--- config.mk ---
export PLATFORM = sky130hd
export DESIGN_NAME = game_sequencer
export DESIGN_NICKNAME = d
export VERILOG_FILES = /design/src/rtl/snake_pkg.sv /design/src/rtl/dir_filter.sv /design/src/rtl/game_sequencer.sv
export SDC_FILE = /design/constraint.sdc
export NUM_CORES = 1
export LEC_CHECK = 0
export CAP_MARGIN = 40
export CORE_MARGIN = 1.5
export CORE_UTILIZATION = 36
export CTS_CLUSTER_DIAMETER = 120
export DETAILED_ROUTE_END_ITERATION = 8
export PLACE_DENSITY = 0.68
export SLEW_MARGIN = 10
export SYNTH_ARGS = -nofsm -noshare
export SYNTH_HDL_FRONTEND = slang
export SYNTH_SLANG_ARGS = --single-unit
--- constraint.sdc ---
create_clock -name vga_clk -period 1.8 [get_ports vga_clk]
set_input_delay 0.36 -clock vga_clk [delete_from_list [all_inputs] [get_ports vga_clk]]
set_output_delay 0.36 -clock vga_clk [all_outputs]
set_load 0.01 [all_outputs]
--- src/rtl/snake_pkg.sv ---
// rtl/snake_pkg.sv - shared game state, collision and direction encodings
package snake_pkg;

   typedef enum logic [1:0] {
      ST_IDLE  = 2'b00,
      ST_PLAY  = 2'b01,
      ST_PAUSE = 2'b10,
      ST_OVER  = 2'b11
   } game_state_t;

   localparam logic [1:0] NO_COLLISION    = 2'b00;
   localparam logic [1:0] APPLE_COLLISION = 2'b01;
   localparam logic [1:0] WALL_COLLISION  = 2'b10;

   localparam logic [3:0] DIR_UP    = 4'b0001;
   localparam logic [3:0] DIR_DOWN  = 4'b0010;
   localparam logic [3:0] DIR_LEFT  = 4'b0100;
   localparam logic [3:0] DIR_RIGHT = 4'b1000;

   localparam logic [9:0] SCORE_MAX = 10'd1023;

   // Swaps up<->down and left<->right.
   function automatic logic [3:0] opposite_dir(input logic [3:0] d);
      return {d[2], d[3], d[0], d[1]};
   endfunction

endpackage

--- src/rtl/dir_filter.sv ---
// rtl/dir_filter.sv - accepts a direction request only if one-hot and not a reversal
module dir_filter
   import snake_pkg::*;
(
   input  logic [3:0] dir_in,
   input  logic [3:0] dir_cur,
   output logic       dir_ok
);

   logic one_hot;

   always_comb begin
      one_hot = (dir_in != 4'b0000) && ((dir_in & (dir_in - 4'd1)) == 4'b0000);
      dir_ok  = one_hot && (dir_in != opposite_dir(dir_cur));
   end

endmodule

--- src/rtl/game_sequencer.sv ---
// rtl/game_sequencer.sv - snake game FSM: step gating, direction commit, per-frame scoring
module game_sequencer
   import snake_pkg::*;
#(
   parameter logic [7:0] INIT_LEN = 8'd1,
   parameter logic [7:0] MAX_LEN  = 8'd64
) (
   input  logic       vga_clk,
   input  logic       reset,
   input  logic       frame_start,
   input  logic       move_tick,
   input  logic       start_btn,
   input  logic       pause_btn,
   input  logic [1:0] collision,
   input  logic [3:0] dir_in,
   output logic [1:0] state,
   output logic       game_over,
   output logic       move_en,
   output logic [3:0] dir_out,
   output logic [7:0] snake_length,
   output logic       apple_refresh,
   output logic [9:0] score
);

   game_state_t state_q;
   logic        game_over_q;
   logic        move_en_q;
   logic        apple_refresh_q;
   logic [3:0]  dir_out_q;
   logic [3:0]  dir_req_q;
   logic [7:0]  len_q;
   logic [9:0]  score_q;
   logic        wall_pend_q;
   logic        apple_pend_q;

   logic        wall_now;
   logic        apple_now;
   logic        wall_eff;
   logic        apple_eff;
   logic        dir_ok;

   dir_filter u_dir_filter (
      .dir_in  (dir_in),
      .dir_cur (dir_out_q),
      .dir_ok  (dir_ok)
   );

   // Code 2'b11 is folded into wall; the commit sees this cycle's code as well.
   always_comb begin
      wall_now  = collision[1];
      apple_now = (collision == APPLE_COLLISION);
      wall_eff  = wall_pend_q | wall_now;
      apple_eff = apple_pend_q | apple_now;
   end

   always_ff @(posedge vga_clk) begin
      if (reset) begin
         state_q         <= ST_IDLE;
         game_over_q     <= 1'b0;
         move_en_q       <= 1'b0;
         apple_refresh_q <= 1'b0;
         dir_out_q       <= DIR_RIGHT;
         dir_req_q       <= DIR_RIGHT;
         len_q           <= INIT_LEN;
         score_q         <= 10'd0;
         wall_pend_q     <= 1'b0;
         apple_pend_q    <= 1'b0;
      end else begin
         move_en_q       <= move_tick && (state_q == ST_PLAY);
         apple_refresh_q <= 1'b0;
         case (state_q)
            ST_IDLE: begin
               if (start_btn) begin
                  state_q   <= ST_PLAY;
                  len_q     <= INIT_LEN;
                  score_q   <= 10'd0;
                  dir_out_q <= DIR_RIGHT;
                  dir_req_q <= DIR_RIGHT;
               end
            end
            ST_PLAY: begin
               if (move_tick)
                  dir_out_q <= dir_req_q;
               if (dir_ok)
                  dir_req_q <= dir_in;
               if (frame_start) begin
                  wall_pend_q  <= 1'b0;
                  apple_pend_q <= 1'b0;
                  if (wall_eff) begin
                     state_q     <= ST_OVER;
                     game_over_q <= 1'b1;
                  end else if (apple_eff) begin
                     len_q           <= (len_q < MAX_LEN) ? len_q + 8'd1 : len_q;
                     score_q         <= (score_q != SCORE_MAX) ? score_q + 10'd1 : score_q;
                     apple_refresh_q <= 1'b1;
                  end
               end else begin
                  wall_pend_q  <= wall_eff;
                  apple_pend_q <= apple_eff;
               end
               // A committed wall outranks a simultaneous pause.
               if (pause_btn && !(frame_start && wall_eff)) begin
                  state_q      <= ST_PAUSE;
                  wall_pend_q  <= 1'b0;
                  apple_pend_q <= 1'b0;
               end
            end
            ST_PAUSE: begin
               if (pause_btn || start_btn)
                  state_q <= ST_PLAY;
            end
            ST_OVER: begin
               if (start_btn) begin
                  state_q     <= ST_IDLE;
                  game_over_q <= 1'b0;
               end
            end
         endcase
      end
   end

   assign state         = state_q;
   assign game_over     = game_over_q;
   assign move_en       = move_en_q;
   assign dir_out       = dir_out_q;
   assign snake_length  = len_q;
   assign apple_refresh = apple_refresh_q;
   assign score         = score_q;

endmodule

# After elaboration in Yosys (flattened, before gate mapping)
# Cells that the tools add are included.
# Widths: inputs -> output; s select.
[classes] add_sub_neg=3 order_cmp=1 n_eq_ne=19 n_mux=33 bitwise_logic=5 reduce_logical=19
[op_table] cell="$mux 10" count=5
[op_table] cell="$mux 8" count=5
[op_table] cell="$pmux 10 s2" count=1
[op_table] cell="$ne 2x2->1 const B" count=9
[op_table] cell="$pmux 4 s2" count=2
[op_table] cell="$pmux 8 s2" count=1
[op_table] cell="$mux 2" count=6
[op_table] cell="$mux 4" count=3
[op_table] cell="$reduce_and 6->1" count=2
[op_table] cell="$add 10x1->10 const B" count=1
[op_table] cell="$ne 10x10->1 const B" count=1
[op_table] cell="$add 8x1->8 const B" count=1
[op_table] cell="$lt 8x7->1 const B" count=1
[op_table] cell="$mux 1" count=8
[op_table] cell="$pmux 2 s4" count=1
[op_table] cell="$ne 3x2->1 const B" count=2
[op_table] cell="$reduce_and 3->1" count=2
[op_table] cell="$logic_and 1x1->1" count=5
[op_table] cell="$reduce_and 5->1" count=1
[op_table] cell="$and 4x4->4" count=1
[op_table] cell="$eq 2x1->1 const B" count=2
[op_table] cell="$eq 2x2->1 const B" count=2
[op_table] cell="$logic_not 4->1" count=1
[op_table] cell="$ne 2x1->1 const B" count=2
[op_table] cell="other kinds (12)" count=15
[totals] reg_bits=33 input_bits=12 wordCells=90

# Depth between registers and ports, before layout
[depth] ltp_word=7 mapped_depth=7 depth_no_buf=5

# Hierarchy
# Synthesis repeated with hierarchy kept, for this count alone.
[unflattened] cells_unflattened=200 area_unflattened_um2=1707.9
[by_module_without_submodules] mod="game_sequencer" instances=1 cells_per_inst=190 area_per_inst_um2=1625.3 seq_area_each_um2=660.6
[by_module_without_submodules] mod="dir_filter" instances=1 cells_per_inst=10 area_per_inst_um2=82.6 seq_area_each_um2=0.0

# Worst setup path after synthesis
# Ideal clock, no wire load.
[synth_path] path_type="register to register" from="reg state_q[0], in the netlist state[0]" to="reg score_q[8], in the netlist score[8]" t_arrival_ns=1.560 path_slack_ns=0.169 path_stages_with_launch=7 period_less_slack_ns=1.631 path_cell_list="dfxtp_1 buf_6 nor2b_4 buf_6 a311o_1 or4_1 a21oi_1"
[synth_between] elab_chain_cells=3 elab_cells_between_ends=10 cone_classes="eq/ne (6); mux (1); reduce/logical (3)"
[synth_rtl] element="start, declared" line="game_sequencer.sv:25" text="game_state_t state_q;"
[synth_rtl] element="start signal, assigned" line="game_sequencer.sv:58" text="state_q <= ST_IDLE;"
[synth_rtl] element="start signal, assigned" line="game_sequencer.sv:74" text="state_q <= ST_PLAY;"
[synth_rtl] element="start signal, assigned" line="game_sequencer.sv:90" text="state_q <= ST_OVER;"
[synth_rtl] element="$eq 2x1->1 or $logic_not 2->1 (tied branches)" line="game_sequencer.sv:71" text="case (state_q)"
[synth_rtl] element="$ne 2x1->1 (no line), or another cell as far along"
[synth_rtl] element="$reduce_and 6->1 (no line)"
[synth_rtl] element="end signal, assigned" line="game_sequencer.sv:94" text="score_q <= (score_q != SCORE_MAX) ? score_q + 10'd1 : score_q;"
[synth_rtl] element="end, declared" line="game_sequencer.sv:32" text="logic [9:0] score_q;"
# Several ways; a longest one is shown, not always the timed one.
# A chain may end at the register's enable or synchronous reset.

# Final worst setup path
[layout_path] from="reg state_q[1], in the netlist state[1]" to="out state[1]"
[layout_lines] element="end, declared" line="game_sequencer.sv:16" text="output logic [1:0] state,"
# No word-level cell between the ends.

==> reports/qor.yml <==
routing:
  avgViaCountPerCell: 5.42
  drtPass1Iterations: 6
  ant_nets: 0
  dr_total_vias: 1653
  drc_errors: 0
  wl_per_cell_um: 13.1
  drt_iter0_drc: 78
  wirelength_um: 4010
layout:
  n_antenna_cell: 0
  drive_above_1_share: 0.158
  fin_cells: 305
  final_cell_mix: "clkdlybuf4s50_1, dfxtp_1, buf_4, a21oi_1, nand2_1"
  seqCellArea_um2: 663
  utilization: 0.537
  filler_cell_count: 419
  design_area_um2: 2390
  syn2layout_area_growth_pct: 40.5
  multi_input_area_um2: 955
  nNetsFinal: 267
  final_common_cell: "clkdlybuf4s50_1"
synth:
  synth_nets: 209
  postSynthCellCount: 195
  synth_area_um2: 1700
  yosys_warnings: 0
  avgSynthCellArea_um2: 8.71
  synth_flop_cell: "dfxtp_1"
  synth_seq_cells: 33
  ys_seq_area_frac: 0.389
  yosysUniqueCellTypes: 43
  synth_edf_count: 0
  synthArstFlopShare: 0
worst_setup_path:
  crit_type: "reg -> out"
  cp.arrival_ns: 1.37
  cp.required_ns: 1.44
  startpoint_type: "flop"
  cp-end-kind: "output port"
  critPathMaxFanout: 7
global_route:
  grt_antenna_before_repair: 0
  grt_max_degree: 24
  grt_pass1_vias: 1402
  track_usage: 0.155
  overflow: 0
  grt_pass1_wl_um: 6320
clock_tree:
  clk_pin_slew_ns: 0.06
  numCtsBuffers: 5
  clock_latency_ns: 0.28
  cts_tree: "built"
  numClockSinks: 33
  root_buffer: "clkbuf_8"
  cts_htree_levels: 2
  clock_path_buffers: 2
power:
  peakVddDrop_mv: 0.436
  power.total_mw: 1.62
  cellPowerDensity_nw_per_um2: 678
  p_leak_nw: 0.848
placed_design:
  hpwl_um: 2880
  gp_congestion: 0.784
  port_buffers: 38
  placedCellCount: 296
  dpl-instance-area_um2: 2250
floorplan:
  die_w_um: 71.7
  ios: 39
  die-area_um2: 5140
  core-area_um2: 4440
  row_count: 24
  start_util: 0.382
  dieHeight_um: 71.7
sta:
  drv_slew: 0
  grt_setup_unrepaired: "false"
  hold_viol: 0
  fmax_mhz: 577
  setup_tns_ns: 0
  maxSlewHeadroom: 0.597
  tightest_slew_ns: 0.603
  setup_viol: 0
  period_minus_slack_ns: 1.73
  fin_skew_ns: 0.00544
  timing.final.crit_share: 0.962
min_path:
  hold_path_class: "reg -> reg"
outcome:
  status: "finished clean"
flow_run:
  cap_violations: 0
[worst max-delay path: stages, from the launching register on]
cell and delay (ns):
dfxtp_2 0.40, buf_4 0.17, clkdlybuf4s50_1 0.53
[per-stage QoR]
stage | hold WS [ns] | worst slack [ns]
after floorplan | 0.448 | 0.169
after global placement | 0.465 | -0.245
after detailed placement | 0.468 | -0.262
after CTS | 0.476 | 0.0239
after global routing | 0.496 | 0.000491
final | 0.471 | 0.0679
[cell usage after synthesis (2+ instances only)]
cell	instances	area share
nand2_1	14	0.031
a21oi_1	21	0.062
nor3b_4	2	0.022
and2_1	2	0.0074
dfxtp_1	33	0.39
o211ai_1	2	0.0088
or3_1	5	0.018
ha_1	2	0.015
and3_1	2	0.0074
nor2_1	9	0.020
nor3_1	7	0.021
xor2_1	5	0.026
buf_2	2	0.0059
inv_1	6	0.013
a211oi_1	2	0.0088
nand3b_1	4	0.018
buf_6	4	0.027
o21ai_0	7	0.021
mux2i_1	7	0.041
o41ai_1	2	0.010
or4_1	9	0.040
nand4_1	3	0.011
o21ai_1	2	0.0059
clkbuf_1	5	0.011
o31ai_1	8	0.035
nor4_1	3	0.011
nand3_1	11	0.032
[sequential cells by signal, summed over array words and instances (netlist names)]
register	flops
state	2
move_en	1
snake_length	8
score	10
dir_out	4
apple_pend_q	1
wall_pend_q	1
dir_req_q	4
game_over	1
apple_refresh	1
[final cells by class]
| class | count | share of cell area |
|---|---|---|
| Clock buffer | 7 | 0.0362 |
| Inverter | 6 | 0.00943 |
| Timing Repair Buffer | 62 | 0.249 |
| Tap cell | 52 | 0.0273 |
| Sequential cell | 33 | 0.278 |
| Multi-Input combinational cell | 145 | 0.400 |
[where the power goes]
| part | switching (mW) | total [mW] | internal (mW) |
|---|---|---|---|
| clock network | 0.250 | 0.553 | 0.303 |
| logic | 0.148 | 0.303 | 0.155 |
| registers | 0.0166 | 0.764 | 0.747 |
[cells by family (layout without fill, tap and decap cells)]
logic type	Yosys count	in the layout	share of synthesized area
buffers and inverters	17	75	0.0567
AO/OA/AOI/OAI	53	53	0.201
flip-flops	33	33	0.389
AND/OR/NAND/NOR	78	78	0.272
adder cells (fa/ha/maj)	2	2	0.0147
XOR/XNOR	5	5	0.0258
multiplexers	7	7	0.0412
[layer usage]
layer	track usage	vias up	wire length [um]
met5	0	-	0
met4	0.0566	0	29
met1	0.214	762	2010
met2	0.230	41	1790
li1	-	848	-
met3	0.0422	2	173
[worst paths after layout]
path                              from                       to  slack (ns)  cells after the start
max              state[1]$_SDFFE_PP0P_                 state[1]        0.07                      2
min          dir_req_q[0]$_SDFFE_PP0P_  dir_out[0]$_SDFFE_PP0P_        0.47                      2
max reg2reg      score[1]$_SDFFE_PP0P_    score[8]$_SDFFE_PP0P_        0.13                      5
min reg2reg  dir_req_q[0]$_SDFFE_PP0P_  dir_out[0]$_SDFFE_PP0P_        0.47                      2
[what timing repair did]
item                                    CTS  global route
endpoints found under the setup margin    2             9
resized for setup                         2             4
hold buffers                              0             0
endpoints found under the hold margin     0             0
pin swaps                                 0             5
buffers inserted                          0             1
cloned                                    0             1
(Power assumes the default switching activity.)
